File: config.mk
export PLATFORM = sky130hd
export DESIGN_NAME = adc_sample_fifo
export DESIGN_NICKNAME = d
export VERILOG_FILES = /design/src/rtl/adc_sample_fifo.sv
export SDC_FILE = /design/constraint.sdc
export NUM_CORES = 1
export LEC_CHECK = 0
export ABC_CLOCK_PERIOD_IN_PS = 6250
export CORE_ASPECT_RATIO = 0.5
export CORE_UTILIZATION = 60
export DETAILED_ROUTE_END_ITERATION = 10
export MAX_ROUTING_LAYER = met4
export PLACE_DENSITY_LB_ADDON = 0.3
export SYNTH_ARGS = -nofsm -noshare
export SYNTH_HDL_FRONTEND = slang
export SYNTH_SLANG_ARGS = --single-unit
File: constraint.sdc
create_clock -name sclk -period 6.25 [get_ports sclk]
set_input_delay 1.5625 -clock sclk [delete_from_list [all_inputs] [get_ports sclk]]
set_output_delay 1.5625 -clock sclk [all_outputs]
set_load 0.05 [all_outputs]
File: src/rtl/adc_sample_fifo.sv
// ============================================================================
// Module      : adc_sample_fifo
// Description : Channel-filtered sample FIFO with overflow/drop tracking and
//               a four-register read/control window at POSITION << 8.
// Revision    : 1.0 - initial release
// ============================================================================
`default_nettype none

module adc_sample_fifo #(
    parameter int POSITION   = 1,
    parameter int DEPTH_LOG2 = 6
) (
    input  logic        sclk,
    input  logic        reset,
    input  logic [15:0] sample_in,
    input  logic        sample_valid,
    input  logic [18:0] addr,
    input  logic [15:0] data_in,
    input  logic        wr,
    input  logic        rd,
    output logic [15:0] data_out,
    output logic        empty,
    output logic        full,
    output logic        overflow
);

    localparam int              c_PW       = DEPTH_LOG2 + 1;
    localparam int              c_DEPTH    = 1 << DEPTH_LOG2;
    localparam logic [18:0]     c_BASE     = 19'(POSITION << 8);
    localparam logic [18:0]     c_A_CTRL   = c_BASE;
    localparam logic [18:0]     c_A_STATUS = c_BASE + 19'd1;
    localparam logic [18:0]     c_A_DATA   = c_BASE + 19'd2;
    localparam logic [18:0]     c_A_DROPS  = c_BASE + 19'd3;
    localparam logic [c_PW-1:0] c_FULL_CNT = {1'b1, {DEPTH_LOG2{1'b0}}};

    logic [15:0]     r_mem [c_DEPTH];
    logic [c_PW-1:0] r_wptr;
    logic [c_PW-1:0] r_rptr;
    logic            r_empty;
    logic            r_full;
    logic            r_overflow;
    logic [7:0]      r_drop_cnt;
    logic [7:0]      r_mask;
    logic [15:0]     r_data_out;

    logic            w_sel_ctrl;
    logic            w_sel_status;
    logic            w_sel_data;
    logic            w_sel_drops;
    logic            w_wr_ctrl;
    logic            w_flush;
    logic            w_clear;
    logic            w_accept;
    logic            w_pop;
    logic            w_push;
    logic            w_drop;
    logic [c_PW-1:0] w_count;
    logic [c_PW-1:0] w_wptr_nxt;
    logic [c_PW-1:0] w_rptr_nxt;
    logic [c_PW-1:0] w_count_nxt;
    logic [12:0]     w_count_ext;
    logic [15:0]     w_rd_mux;
    logic            w_unused;

    assign w_sel_ctrl   = (addr == c_A_CTRL);
    assign w_sel_status = (addr == c_A_STATUS);
    assign w_sel_data   = (addr == c_A_DATA);
    assign w_sel_drops  = (addr == c_A_DROPS);

    assign w_wr_ctrl = wr & w_sel_ctrl;
    assign w_flush   = w_wr_ctrl & data_in[0];
    assign w_clear   = w_wr_ctrl & data_in[1];
    assign w_unused  = ^data_in[7:2];

    // Mask filtering uses the registered mask, so a CTRL write only affects
    // pushes from the following cycle onward.
    assign w_accept = sample_valid & r_mask[sample_in[15:13]] & ~w_flush;
    assign w_pop    = rd & w_sel_data & ~r_empty & ~w_flush;
    assign w_push   = w_accept & (~r_full | w_pop);
    assign w_drop   = w_accept & r_full & ~w_pop;

    assign w_count     = r_wptr - r_rptr;
    assign w_count_ext = 13'(w_count);

    always_comb begin
        w_wptr_nxt = r_wptr;
        w_rptr_nxt = r_rptr;
        if (w_flush) begin
            w_wptr_nxt = '0;
            w_rptr_nxt = '0;
        end else begin
            if (w_push) begin
                w_wptr_nxt = r_wptr + 1'b1;
            end
            if (w_pop) begin
                w_rptr_nxt = r_rptr + 1'b1;
            end
        end
        w_count_nxt = w_wptr_nxt - w_rptr_nxt;
    end

    always_comb begin
        w_rd_mux = 16'h0000;
        if (w_sel_ctrl) begin
            w_rd_mux = {r_mask, 8'h00};
        end else if (w_sel_status) begin
            w_rd_mux = {r_overflow, r_full, r_empty, w_count_ext};
        end else if (w_sel_data) begin
            w_rd_mux = w_pop ? r_mem[r_rptr[DEPTH_LOG2-1:0]] : 16'h0000;
        end else if (w_sel_drops) begin
            w_rd_mux = {8'h00, r_drop_cnt};
        end
    end

    // Storage array: no reset, contents are never observable before a push.
    // When full, a same-cycle push and pop hit the same slot; the read above
    // sees the old (head) word because the write lands at the clock edge.
    always_ff @(posedge sclk) begin
        if (w_push) begin
            r_mem[r_wptr[DEPTH_LOG2-1:0]] <= sample_in;
        end
    end

    always_ff @(posedge sclk) begin
        if (reset) begin
            r_wptr     <= '0;
            r_rptr     <= '0;
            r_empty    <= 1'b1;
            r_full     <= 1'b0;
            r_overflow <= 1'b0;
            r_drop_cnt <= 8'h00;
            r_mask     <= 8'hFF;
            r_data_out <= 16'h0000;
        end else begin
            r_wptr  <= w_wptr_nxt;
            r_rptr  <= w_rptr_nxt;
            r_empty <= (w_count_nxt == '0);
            r_full  <= (w_count_nxt == c_FULL_CNT);
            if (w_clear) begin
                r_overflow <= 1'b0;
                r_drop_cnt <= 8'h00;
            end else if (w_drop) begin
                r_overflow <= 1'b1;
                if (r_drop_cnt != 8'hFF) begin
                    r_drop_cnt <= r_drop_cnt + 8'd1;
                end
            end
            if (w_wr_ctrl) begin
                r_mask <= data_in[15:8];
            end
            if (rd) begin
                r_data_out <= w_rd_mux;
            end
        end
    end

    assign data_out = r_data_out;
    assign empty    = r_empty;
    assign full     = r_full;
    assign overflow = r_overflow;

endmodule

`default_nettype wire
==> summary.txt, run 1 <==
Outcome
  • Outcome: finished, violations left
  • Violated checks: capacitance limit, slew limit

Yosys
  • Yosys reg bits: 1073
  • Post-Synthesis Cells: 1992
  • Syn Area/Cell: 21.1 um^2
  • Post-Syn Area: 0.0421 mm^2
  • Most used DFF post-synth: edfxtp_1
  • EDFF count, synth: 1024
  • Synth unique cells: 63
  • Post-synth ARST share: 0
  • Syn_nets: 2064
  • Register area share after synthesis: 0.754
  • Syn. warnings: 0

STA
  • Period utilization: 0.805
  • Final slew viol count: 3
  • Setup TNS: 0 ps
  • Worst-margin pin slew: 1570 ps
  • Worst rel slew slack: -0.0621
  • Final hold viol count: 0
  • RSZ-0062 raised after global routing: no
  • Clock Skew: 18.3 ps
  • Max Clk Rate: 0.199 GHz
  • Minimum clock period: 5030 ps
  • Setup Viol. Count Final: 0

Global routing
  • Largest net degree at the start of global routing: 105
  • Total grt overflow: 0
  • Total GRT Usage: 0.305
  • Global-route wire length before repair: 149000 um
  • Initial antenna violation count: 4
  • Vias in the first global route: 21615

Critical path
  • Setup CP Type: input pin to flop
  • Delay-heaviest family, CP: simple AND/OR/NAND/NOR gates
  • CP Launch Type: input pin
  • CP bufs+invs: 1
  • CP Capture Type: flop
  • R2r setup slk: 2330 ps
  • CP peak stage delay: 550 ps
  • Slowest stage cell on the critical path: nor4_1
  • Crit-path cells: clkdlybuf4s50_1 -> nor4_1 -> nand2_1 -> or3_1 -> or3_1 -> nand2_1 -> ha_1 -> nor2b_1 -> o31a_1 -> or3_1 -> o21ai_0 -> a21oi_1 -> or3_1 -> a211oi_2
  • CP required: 6830 ps
  • Crit path max fanout: 7
  • Data arrival time of the worst path: 5610 ps
  • Most frequent cell on the critical path: or3_1

CTS
  • Sink Count: 1073
  • TritonCTS Buffers: 90
  • Clk slew on worst S/H paths: 70 ps
  • Post_cts resized: 0
  • Later-pin clock latency in the skew report: 670 ps
  • CTS Buffer Depth: 3
  • Post-CTS setup buffer count: 0
  • CTS root buffer: clkbuf_16
  • CTS tree: built
  • Hold-fix buffer count after cts: 0
  • H-Tree Depth: 3

Power and ir drop
  • Maximum vdd drop: 275 uV
  • PwrDens: 294 mW/mm^2
  • Leak pwr: 0.0145 uW

Place
  • Port buffer count: 68
  • Routability-driven placement congestion ratio: 0.901
  • Post-DP HPWL: 58400 um

Floorplanning
  • Core box area: 0.0692 mm^2
  • # IOs: 75
  • Site Rows: 68
  • Full die area: 0.0712 mm^2
  • Die H: 189 um
  • Starting Density: 0.608
  • Die Wd: 376 um

Drt
  • DRT Pass-1 Iters: 6
  • Initial drt markers: 3430
  • WL per Instance: 32.3 um
  • Via count: 21562
  • Drc violations: 0
  • Detailed Route WL: 103000 um
  • Post-route ant nets: 0
  • Drt via density: 6.78

Final layout
  • NumNets Final: 2238
  • Area growth syn-to-layout: 12.7%
  • Finished Core Util: 0.685
  • Share of layout cells above drive strength 1: 0.277

Run
  • Max-cap violations: 1

Min path
  • HP Class: flop to flop
## worst register-to-register path: cells and delay by family, from the launching register on
family / cells / cell delay [ps]
compound gates: 2 / 1480
buf+inv: 1 / 690
flops: 1 / 950
mux: 2 / 470
simple gates: 1 / 270
## layout by cell type (no fill, tap or decap), types with 4 or more instances in the layout
cell,instances
a211oi_1,4
a21o_1,4
a21oi_1,22
a22o_1,6
a22oi_1,15
a311oi_1,7
a31oi_1,5
and2_1,6
buf_12,10
buf_2,16
buf_4,104
bufinv_16,11
clkbuf_1,17
clkbuf_16,93
clkdlybuf4s50_1,52
clkinv_1,17
clkinv_2,14
dfxtp_1,46
diode_2,4
edfxtp_1,1024
ha_1,15
inv_1,12
mux2i_1,7
mux4_2,310
nand2_1,103
nand3_1,23
nand3b_1,10
nand4_1,9
nor2_1,97
nor2_2,37
nor2b_1,11
nor3_1,12
nor4_2,4
o2111ai_1,4
o21ai_0,21
o21bai_1,4
or3_1,12
xnor2_1,14
xor2_1,8
## flip-flops by register name, indices dropped and copies added (netlist names)
signal,flops
overflow,1
r_rptr,7
r_mem,1024
r_drop_cnt,8
full,1
empty,1
data_out,16
r_mask,8
r_wptr,7
## cells by family (layout without fill, tap and decap cells)
group	Yosys count	count (layout)	synth area share
flops	1073	1073	0.754
simple gates	339	339	0.0367
mux	320	320	0.169
buf+inv	114	354	0.0122
compound gates	107	107	0.0174
xor+xnor	23	23	0.00512
fa+ha+maj	16	16	0.00494
other cells	0	4	0
## cell usage after synthesis (all sizes together), types with 15 or more instances
library cell | n | area (um^2)
nand2 | 103 | 387
clkbuf | 42 | 158
o21ai | 22 | 110
mux4 | 312 | 7030
a22oi | 15 | 113
buf | 58 | 303
nand3 | 24 | 125
dfxtp | 49 | 981
a21oi | 22 | 110
ha | 15 | 188
nor2 | 134 | 503
edfxtp | 1024 | 30700
## area by class of cell
| type | count | area (um^2) |
|---|---|---|
| Timing Repair Buffer | 182 | 1580 |
| Clock inverter | 48 | 532 |
| Clock buffer | 110 | 2390 |
| Inverter | 14 | 55.1 |
| Multi-Input combinational cell | 805 | 9910 |
| Sequential cell | 1073 | 31700 |
| Antenna cell | 4 | 10.0 |
| Tap cell | 945 | 1180 |
| Fill cell | 4126 | 21800 |
## final timing paths
check	startpoint	cells past startpoint	end
max	addr[3]	14	full
max reg2reg	r_rptr[0]	6	data_out[2]
min reg2reg	data_out[4]	2	data_out[4]
min	data_out[4]	2	data_out[4]
## report_power, final
part	total, uW	internal (uW)	switching, uW
clock	5680	3180	2500
combinational	351	101	251
sequential	7920	7900	18.0
## metal layers
layer,global-route usage,up-vias,part of all wire
li1,-,8622,-
met1,0.416,11232,0.37
met2,0.465,1487,0.48
met3,0.0759,221,0.12
met4,0.0891,0,0.031
met5,-,-,0
## stage by stage
stage | cell area, um^2 | worst slack, ps | instances | power, uW | hold slack [ps]
finish | 47400 | 1220 | 3181 | 14000 | 472
global route | 47400 | 978 | 3180 | 14300 | 504
CTS | 47400 | 1290 | 3177 | 14000 | 479
detailed placement | 44500 | 588 | 3019 | 8410 | 448
global placement | 44500 | 627 | 3019 | 8400 | 455
floorplan | 42100 | 1340 | 1992 | 8190 | 451
No activity file was read; power rests on OpenSTA's default activity.
==> inputs of run 2 (changes only) <==
- ABC_CLOCK_PERIOD_IN_PS: 6250 -> 4400
- CORE_UTILIZATION: 60 -> 56
- clock period: 6.25 -> 4.4 ns (I/O delays scaled with it)
==> summary.txt, run 2 (synthesized netlist as in run 1, its figures left out) <==
STA
  • Max Clk Rate: 0.239 GHz
  • Clock Skew: 13.8 ps (-4.47 ps)
  • Final hold viol count: 0 (unchanged)
  • Worst rel slew slack: 0.117 (+0.179)
  • Period utilization: 0.950
  • RSZ-0062 raised after global routing: no
  • Worst-margin pin slew: 1330 ps (-248 ps)
  • Setup Viol. Count Final: 0 (unchanged)
  • Final slew viol count: 0 (-3)
  • Minimum clock period: 4180 ps

CTS
  • Post_cts resized: 0 (unchanged)
  • TritonCTS Buffers: 89 (-1.1%)
  • Clk slew on worst S/H paths: 70 ps (about the same)
  • Post-CTS setup buffer count: 0 (unchanged)
  • Later-pin clock latency in the skew report: 660 ps (about the same)
  • Sink Count: 1073 (unchanged)
  • CTS Buffer Depth: 3 (unchanged)
  • Hold-fix buffer count after cts: 0 (unchanged)
  • CTS tree: built
  • CTS root buffer: clkbuf_16
  • H-Tree Depth: 3 (unchanged)

Critical path
  • Worst r2r src: r_mask[4]
  • Data arrival time of the worst path: 4760 ps (-850 ps)
  • CP Launch Type: input pin
  • Reg2Reg Depth: 14 (+8)
  • Crit path max fanout: 4 (-3)
  • CP required: 4980 ps (-1850 ps)
  • CP peak stage delay: 460 ps (-90 ps)
  • Slowest stage cell on the critical path: nor4_2
  • CP Capture Type: flop
  • R2r setup slk: 710 ps (-1620 ps)
  • Crit-path cells: clkdlybuf4s50_1 -> nor4_2 -> nand3_1 -> buf_4 -> nor4_2 -> nand2_1 -> xnor2_1 -> nand2_1 -> ha_1 -> o21a_1 -> o31a_1 -> or3_1 -> o21ai_0 -> a21oi_1 -> or3_1 -> a211oi_2
  • Delay-heaviest family, CP: simple AND/OR/NAND/NOR gates
  • CP bufs+invs: 2 (+1)
  • FF-to-FF End: full
  • Setup CP Type: input pin to flop

Power and ir drop
  • Maximum vdd drop: 315 uV (+15%)
  • Leak pwr: 0.0149 uW (+2.3%)
  • Switching power share of the total: 0.199 (about the same)
  • Comb pwr share: 0.026 (about the same)
  • Clock share of power: 0.405 (-0.002)
  • Switch Pwr: 3930 uW (+42%)
  • Total power: 19800 uW (+42%)
  • Seq pwr share: 0.569 (about the same)
  • PwrDens: 411 mW/mm^2 (+40%)
  • Internal power: 15800 uW (+42%)

Final layout
  • NumNets Final: 2292 (+2.4%)
  • Fin area: 0.0482 mm^2 (+1.6%)
  • # fillers: 4660 (+13%)
  • Commonest cells after routing, fill and taps aside: edfxtp_1, mux4_2, buf_4
  • Area growth syn-to-layout: 14.5%
  • Share of layout cells above drive strength 1: 0.293 (+0.0156)
  • Commonest non-fill, non-tap cell in the layout: edfxtp_1
  • Finished Core Util: 0.654 (-0.0315)
  • Largest register FFs: 1024 (unchanged)

Floorplanning
  • Starting Density: 0.571 (-0.0370)
  • Site Rows: 70 (+2.9%)
  • Core box area: 0.0737 mm^2 (+6.5%)
  • # IOs: 75 (unchanged)
  • Full die area: 0.0763 mm^2 (+7.1%)
  • Die H: 196 um (+3.5%)
  • Die Wd: 390 um (+3.5%)

Drt
  • Initial drt markers: 3228 (-5.9%)
  • WL per Instance: 31.1 um (-3.8%)
  • Post-route ant nets: 0 (unchanged)
  • Drt via density: 6.50 (-4.1%)
  • Via count: 21480 (-0.38%)
  • Detailed Route WL: 103000 um (about the same)
  • DRT Pass-1 Iters: 6 (unchanged)
  • Drc violations: 0 (unchanged)

Place
  • Routability-driven placement congestion ratio: 0.921 (+2.3%)
  • Post-DP HPWL: 60600 um (+3.9%)
  • Placed cell areas: 0.0452 mm^2 (+1.7%)
  • Port buffer count: 68 (unchanged)

Min path
  • Hold Crit Endpoint: data_out[8]
  • Min-delay src: data_out[8]
  • Hold depth: 2 (unchanged)
  • HP Class: flop to flop

Global routing
  • Global-route wire length before repair: 148000 um (-0.44%)
  • Vias in the first global route: 21439 (-0.81%)
  • Total grt overflow: 0 (unchanged)
  • Initial antenna violation count: 2 (-2)
  • Total GRT Usage: 0.283 (-0.0222)
  • Largest net degree at the start of global routing: 65 (-38%)

Outcome
  • Outcome: completed

Run
  • Max-cap violations: 0 (-1)
==> run 2: worst reg2reg max path: cells and delay by family (launching register included) <==
| kind | cells | cell delay [ps] |
|---|---|---|
| AOI/OAI and AO/OA | 5 | 800 |
| adders and majority gates | 1 | 300 |
| DFF | 1 | 340 |
| muxes | 3 | 1010 |
| and+or+nand+nor | 5 | 1140 |
==> run 2: per-stage QoR <==
stage               instances  setup TNS [ps]  worst slack [ps]  hold slack, ps
floorplan                1992               0              15.3             451
global placement         3137            -686              -387             479
detailed placement       3137            -777              -440             476
CTS                      3302               0               252             485
global route             3304               0              3.12             505
finish                   3304               0               222             482
==> run 2: how the worst max path moves through the flow <==
stage	from	slack (ps)	to	cells past startpoint
after floorplan	addr[14]	20	full	14
after global placement	addr[14]	-390	full	16
after detailed placement	addr[14]	-440	full	16
after CTS	addr[14]	250	full	16
after global routing	addr[14]	3	full	16
final	addr[14]	220	full	16
==> run 2: power groups by stage <==
| stage | Clock, uW | Combinational [uW] | Sequential (uW) |
|---|---|---|---|
| final | 8010 | 517 | 11200 |
| after global routing | 8500 | 544 | 11200 |
| after CTS | 8100 | 507 | 11200 |
| after detailed placement | 0 | 504 | 11500 |
| after global placement | 0 | 486 | 11500 |
| after floorplan | 0 | 150 | 11500 |
==> run 2: area by class of cell <==
| class | count | area [um^2] | share of cell area |
|---|---|---|---|
| Sequential cell | 1073 | 31700 | 0.659 |
| Multi-Input combinational cell | 805 | 9910 | 0.206 |
| Clock buffer | 118 | 2420 | 0.0502 |
| Timing Repair Buffer | 237 | 2280 | 0.0474 |
| Tap cell | 1008 | 1260 | 0.0262 |
| Clock inverter | 47 | 483 | 0.0100 |
| Inverter | 14 | 55.1 | 0.00114 |
| Antenna cell | 2 | 5.00 | 0.000104 |
==> run 2: layer usage <==
metal  GRT usage  vias up  share of wire  wire (um)
li1            -     8718              -          -
met1       0.396    11292           0.39      40300
met2       0.419     1311           0.47      48000
met3      0.0766      159           0.12      11900
met4      0.0700        0          0.024       2440
met5           -        -              0          0
